==> src/rtl/fetch_stage_pkg.sv <==
// Shared types and constants for the instruction-fetch front end.
// Optional misaligned-PC handling is enabled with FETCH_MISALIGN_EN.
package fetch_stage_pkg;

  typedef struct packed {
    logic        valid;
    logic [63:0] addr;
  } ibus_req_t;

  typedef struct packed {
    logic        addr_ok;
    logic        data_ok;
    logic [31:0] data;
  } ibus_resp_t;

  typedef struct packed {
    logic [63:0] pc;
    logic [31:0] instr;
    logic        misalign;
  } fetch_entry_t;

  typedef enum logic {
    ST_IDLE,
    ST_WAIT
  } fetch_state_t;

  localparam logic [31:0] NOP_INSTR = 32'h0000_0013;
  localparam logic [63:0] PC_RESET  = 64'h0000_0000_8000_0000;

  function automatic logic pc_aligned(input logic [63:0] pc);
    return pc[1:0] == 2'b00;
  endfunction

endpackage

==> src/rtl/fetch_fifo.sv <==
// Small synchronous instruction FIFO; flush wins over push and pop.
// DEPTH must be a power of two so the pointers wrap naturally.
module fetch_fifo
  import fetch_stage_pkg::*;
#(
  parameter int DEPTH = 2
) (
  input  logic                   clk,
  input  logic                   reset,
  input  logic                   push,
  input  fetch_entry_t           push_data,
  input  logic                   pop,
  input  logic                   flush,
  output logic                   head_valid,
  output fetch_entry_t           head,
  output logic [$clog2(DEPTH):0] count
);

  localparam int AW = $clog2(DEPTH);
  localparam logic [AW:0] DEPTH_C = (AW + 1)'(DEPTH);

  fetch_entry_t  mem_q [DEPTH];
  logic [AW-1:0] wr_ptr_q, wr_ptr_d;
  logic [AW-1:0] rd_ptr_q, rd_ptr_d;
  logic [AW:0]   count_q, count_d;
  logic          do_push, do_pop;

  always_comb begin
    do_push  = push && !flush && ((count_q != DEPTH_C) || pop);
    do_pop   = pop && !flush && (count_q != '0);
    wr_ptr_d = wr_ptr_q;
    rd_ptr_d = rd_ptr_q;
    count_d  = count_q;
    if (flush) begin
      wr_ptr_d = '0;
      rd_ptr_d = '0;
      count_d  = '0;
    end else begin
      if (do_push) wr_ptr_d = wr_ptr_q + AW'(1);
      if (do_pop)  rd_ptr_d = rd_ptr_q + AW'(1);
      if (do_push && !do_pop)      count_d = count_q + (AW + 1)'(1);
      else if (do_pop && !do_push) count_d = count_q - (AW + 1)'(1);
    end
  end

  always_ff @(posedge clk) begin
    if (reset) begin
      wr_ptr_q <= '0;
      rd_ptr_q <= '0;
      count_q  <= '0;
    end else begin
      wr_ptr_q <= wr_ptr_d;
      rd_ptr_q <= rd_ptr_d;
      count_q  <= count_d;
    end
  end

  // Storage needs no reset: the head is only meaningful while head_valid is set.
  always_ff @(posedge clk) begin
    if (do_push) mem_q[wr_ptr_q] <= push_data;
  end

  assign head_valid = (count_q != '0);
  assign head       = mem_q[rd_ptr_q];
  assign count      = count_q;

endmodule

==> src/rtl/fetch_stage.sv <==
// Fetch front end: owns the PC, issues one ibus request at a time under FIFO
// credit, and discards responses made stale by a redirect. Misaligned
// redirect targets are reported instead of fetched when FETCH_MISALIGN_EN is set.
module fetch_stage
  import fetch_stage_pkg::*;
#(
  parameter logic [63:0] RESET_PC = PC_RESET,
  parameter int          DEPTH    = 2
) (
  input  logic        clk,
  input  logic        reset,
  output ibus_req_t   ireq,
  input  ibus_resp_t  iresp,
  input  logic        redirect_valid,
  input  logic [63:0] redirect_pc,
  output logic        out_valid,
  input  logic        out_ready,
  output logic [63:0] out_pc,
  output logic [31:0] out_instr
`ifdef FETCH_MISALIGN_EN
  ,
  output logic        out_misalign
`endif
);

  localparam int CW = $clog2(DEPTH) + 1;
  localparam logic [CW-1:0] DEPTH_C = CW'(DEPTH);

  fetch_state_t  state_q, state_d;
  logic [63:0]   pc_q, pc_d;
  logic          req_valid_q, req_valid_d;
  logic [63:0]   req_addr_q, req_addr_d;
  logic          drop_q, drop_d;
`ifdef FETCH_MISALIGN_EN
  logic          parked_q, parked_d;
`endif

  logic          fifo_push, fifo_pop, fifo_valid;
  fetch_entry_t  fifo_wdata, fifo_head;
  logic [CW-1:0] fifo_count, count_after_pop, count_next;
  logic          rsp_fire, issue, credit, tgt_ok;
  logic [63:0]   redirect_tgt;
  logic          unused_bits;

`ifdef FETCH_MISALIGN_EN
  assign redirect_tgt = redirect_pc;
  assign unused_bits  = iresp.addr_ok;
`else
  assign redirect_tgt = {redirect_pc[63:2], 2'b00};
  assign unused_bits  = ^{iresp.addr_ok, redirect_pc[1:0], fifo_head.misalign};
`endif

  assign fifo_pop = fifo_valid && out_ready;

  always_comb begin
    state_d     = state_q;
    pc_d        = pc_q;
    req_valid_d = req_valid_q;
    req_addr_d  = req_addr_q;
    drop_d      = drop_q;
    fifo_push   = 1'b0;
    fifo_wdata  = '{pc: pc_q, instr: iresp.data, misalign: 1'b0};
    issue       = 1'b0;
`ifdef FETCH_MISALIGN_EN
    parked_d    = parked_q;
`endif

    rsp_fire        = (state_q == ST_WAIT) && iresp.data_ok;
    count_after_pop = fifo_count - CW'(fifo_pop);

    if (rsp_fire && !drop_q && !redirect_valid) fifo_push = 1'b1;

`ifdef FETCH_MISALIGN_EN
    // A misaligned PC becomes one marker entry, then fetch parks until redirected.
    if ((state_q == ST_IDLE) && !redirect_valid && !pc_aligned(pc_q) && !parked_q &&
        (count_after_pop < DEPTH_C)) begin
      fifo_push  = 1'b1;
      fifo_wdata = '{pc: pc_q, instr: NOP_INSTR, misalign: 1'b1};
      parked_d   = 1'b1;
    end
`endif

    count_next = redirect_valid ? '0 : (count_after_pop + CW'(fifo_push));
    credit     = count_next < DEPTH_C;

    if (redirect_valid) begin
      pc_d = redirect_tgt;
`ifdef FETCH_MISALIGN_EN
      parked_d = 1'b0;
`endif
      if ((state_q == ST_WAIT) && !iresp.data_ok) begin
        drop_d = 1'b1;
      end else begin
        drop_d = 1'b0;
        issue  = 1'b1;
      end
    end else if (state_q == ST_WAIT) begin
      if (iresp.data_ok) begin
        drop_d = 1'b0;
        if (!drop_q) pc_d = pc_q + 64'd4;
        issue = 1'b1;
      end
    end else begin
      issue = 1'b1;
    end

`ifdef FETCH_MISALIGN_EN
    tgt_ok = pc_aligned(pc_d);
`else
    tgt_ok = 1'b1;
`endif

    if (issue) begin
      if (credit && tgt_ok) begin
        state_d     = ST_WAIT;
        req_valid_d = 1'b1;
        req_addr_d  = pc_d;
      end else begin
        state_d     = ST_IDLE;
        req_valid_d = 1'b0;
      end
    end
  end

  always_ff @(posedge clk) begin
    if (reset) begin
      state_q     <= ST_IDLE;
      pc_q        <= RESET_PC;
      req_valid_q <= 1'b0;
      req_addr_q  <= '0;
      drop_q      <= 1'b0;
`ifdef FETCH_MISALIGN_EN
      parked_q    <= 1'b0;
`endif
    end else begin
      state_q     <= state_d;
      pc_q        <= pc_d;
      req_valid_q <= req_valid_d;
      req_addr_q  <= req_addr_d;
      drop_q      <= drop_d;
`ifdef FETCH_MISALIGN_EN
      parked_q    <= parked_d;
`endif
    end
  end

  fetch_fifo #(
    .DEPTH(DEPTH)
  ) u_fifo (
    .clk       (clk),
    .reset     (reset),
    .push      (fifo_push),
    .push_data (fifo_wdata),
    .pop       (fifo_pop),
    .flush     (redirect_valid),
    .head_valid(fifo_valid),
    .head      (fifo_head),
    .count     (fifo_count)
  );

  assign ireq.valid = req_valid_q;
  assign ireq.addr  = req_addr_q;
  assign out_valid  = fifo_valid;
  assign out_pc     = fifo_head.pc;
  assign out_instr  = fifo_head.instr;
`ifdef FETCH_MISALIGN_EN
  assign out_misalign = fifo_head.misalign;
`endif

endmodule

==> config.mk <==
export PLATFORM = sky130hd
export DESIGN_NAME = fetch_stage
export DESIGN_NICKNAME = d
export VERILOG_FILES = /design/src/rtl/fetch_stage_pkg.sv /design/src/rtl/fetch_fifo.sv /design/src/rtl/fetch_stage.sv
export SDC_FILE = /design/constraint.sdc
export NUM_CORES = 1
export LEC_CHECK = 0
export CAP_MARGIN = 20
export CORE_ASPECT_RATIO = 2
export CORE_MARGIN = 2
export CORE_UTILIZATION = 45
export DETAILED_ROUTE_END_ITERATION = 7
export PLACE_DENSITY = 0.83
export SLEW_MARGIN = 20
export SYNTH_ARGS = -nofsm -noshare
export SYNTH_HDL_FRONTEND = slang
export SYNTH_HIERARCHICAL = 1
export SYNTH_SLANG_ARGS = --single-unit
==> constraint.sdc <==
create_clock -name clk -period 23.6 [get_ports clk]
set_input_delay 7.08 -clock clk [delete_from_list [all_inputs] [get_ports clk]]
set_output_delay 7.08 -clock clk [all_outputs]
set_load 0.005 [all_outputs]
==> summary.md <==
| Metric | Value |
|---|---|
| Relative slew slack | 41.9% |
| Worst-margin pin slew | 871 ps |
| Antenna violations before repair | 1 |
| Htree depth | 1 |
| Global route overflow | 0 |
| Initial Utilization | 45.8% |
| # rows | 89 |
| Root Buffer | clkbuf_16 |
| Num Clock Sinks | 327 |
| Hold Path Class | register to register |
| Worst-skew pair later-pin latency | 560 ps |
| # nets final | 1416 |
| Outcome | finished, final reports clean |
| Leakage Power | 5.97 nW |
| Hold Path Stages | 2 |
| Power Total | 1.21 mW |
| Layout cells sized above 1 | 14.3% |
| Crit path max fanout | 51 |
| Area growth from synthesis to layout | 28.4% |
| 1st-iter DRT viols | 516 |
| Max-cap check violation count | 0 |
| IO Count | 264 |
| Peak VDD IR | 0.0000592 V |
| Reg2reg path depth | 7 |
| Antenna diodes | 0 |
| Crit. End Element | primary output |
| Height of the die | 249 um |
| Core area | 29500 um^2 |
| Skew final | 9.58 ps |
| Residual DRC | 0 |
| Reg2Reg Setup Slack | 20260 ps |
| Ys Warns | 6 |
| Setup bufs post-CTS | 0 |
| Post-DP HPWL | 25500 um |
| RSZ-0062 raised after global routing | false |
| Reg2Reg Capture Point | u_fifo/mem_q[0][31] |
| CTS Hold Buffers Added | 0 |
| Final hold vios | 0 |
| Setup crit start kind | register |
| Final slew viol count | 0 |
| Worst setup path category | register to primary output |
| Post-route setup TNS | 0 ps |
| First-pass GRT wire length | 55800 um |
| Fmax | 97.7 MHz |
| Die area | 31500 um^2 |
| Setup-failing EPs final | 0 |
| Vias in the first global route | 9953 |
| Hold endpoint | req_addr_q[5] |
| Synth Net Count | 1174 |
| Pwr/cell area | 70.0 nW/um^2 |
| Average wire per standard cell | 21.9 um |
| Routability cong. | 0.843 |
| Reg-to-Reg Start | req_valid_q |
| Total Routed Length | 37100 um |
| CTS tree | built |
| Syn Area/Cell | 12.6 um^2 |
| Vias per cell | 5.75 |
| Clk buf depth | 3 |
| Hold_sp | req_addr_q[5] |
| Largest net degree at the start of global routing | 74 |
| Mapped cell area | 13500 um^2 |
| Clk slew on worst S/H paths | 70 ps |
| Syn Inst Count | 1069 |
| Critical Path RT | 16520 ps |
| Final ANT Viol Nets | 0 |
| Total CTS buffers | 28 |
| Die width | 126 um |
| Final min period | 10240 ps |
| PortBufs | 260 |
| Drt first pass iters | 5 |
| Total Routing Usage GR | 22.8% |
| Via count | 9754 |
| Post-CTS resize count | 0 |
| Crit share post-route | 43.4% |
| Crit path DAT | 3160 ps |
-- flip-flops by register name, indices dropped and copies added (netlist names), named ones only --
register,cells
u_fifo/mem_q,192
req_valid_q,1
pc_q,64
drop_q,1
u_fifo/count,2
req_addr_q,64
u_fifo/rd_ptr_q,1
u_fifo/wr_ptr_q,1
-- final cells by class --
class                           count  area (um^2)
Tap cell                          364          455
Inverter                           16         60.1
Timing Repair Buffer              273         2690
Clock inverter                     17          158
Multi-Input combinational cell    665         4710
Clock buffer                       35          790
Fill cell                        2303        12200
Sequential cell                   327         8470
-- how the worst max path moves through the flow --
stage                          endpoint      startpoint  slack (ps)  cells after the start
finish                       out_pc[52]        register       13360                      3
global route                  out_pc[2]        register       13240                      3
CTS                           out_pc[2]        register       13310                      3
detailed placement  u_fifo/mem_q[0][28]       iresp[32]       13170                      8
global placement    u_fifo/mem_q[0][28]       iresp[32]       13200                      8
floorplan           u_fifo/mem_q[0][10]  redirect_valid       10890                      6
-- placed cells by master (no fill, tap or decap), types with 14 or more instances in the layout --
master           instances
clkdlybuf4s50_1        258
edfxtp_1               192
dfxtp_1                134
nor2_1                  90
mux2_2                  66
nand3_1                 61
nand2_1                 43
nor3_1                  40
xnor2_1                 37
a21oi_1                 36
o21ai_0                 32
clkbuf_16               30
mux2_4                  30
and3_1                  22
nand4_1                 21
a211oi_1                15
inv_1                   14
mux2i_1                 14
buf_4                   14
-- worst max-delay path, cell delays in order (launching register included) --
cell	delay, ps
dfxtp_4	830
buf_4	760
mux2_2	440
clkdlybuf4s50_1	450
-- per-stage QoR --
stage	instances	cell area (um^2)	setup WS, ps	utilization, %	hold WS, ps
CTS	1697	17300	13310	58.7	461
global placement	1645	16400	13200	55.5	448
floorplan	1069	13500	10890	-	432
finish	1697	17300	13360	58.7	455
global route	1697	17300	13240	58.7	488
detailed placement	1645	16400	13170	55.5	452
-- power breakdown --
group	internal (mW)	switching [mW]
logic	0.0533	0.0472
registers	0.623	0.0185
clock network	0.261	0.210
-- metal layers --
metal / wire, um / global-route usage, % / vias to the layer above
li1: - / - / 4480
met1: 12500 / 23.1 / 4771
met2: 20400 / 43.5 / 400
met3: 2240 / 3.72 / 101
met4: 1980 / 12.0 / 2
met5: 11 / 0 / -
Power figures use the tool's default switching activity.
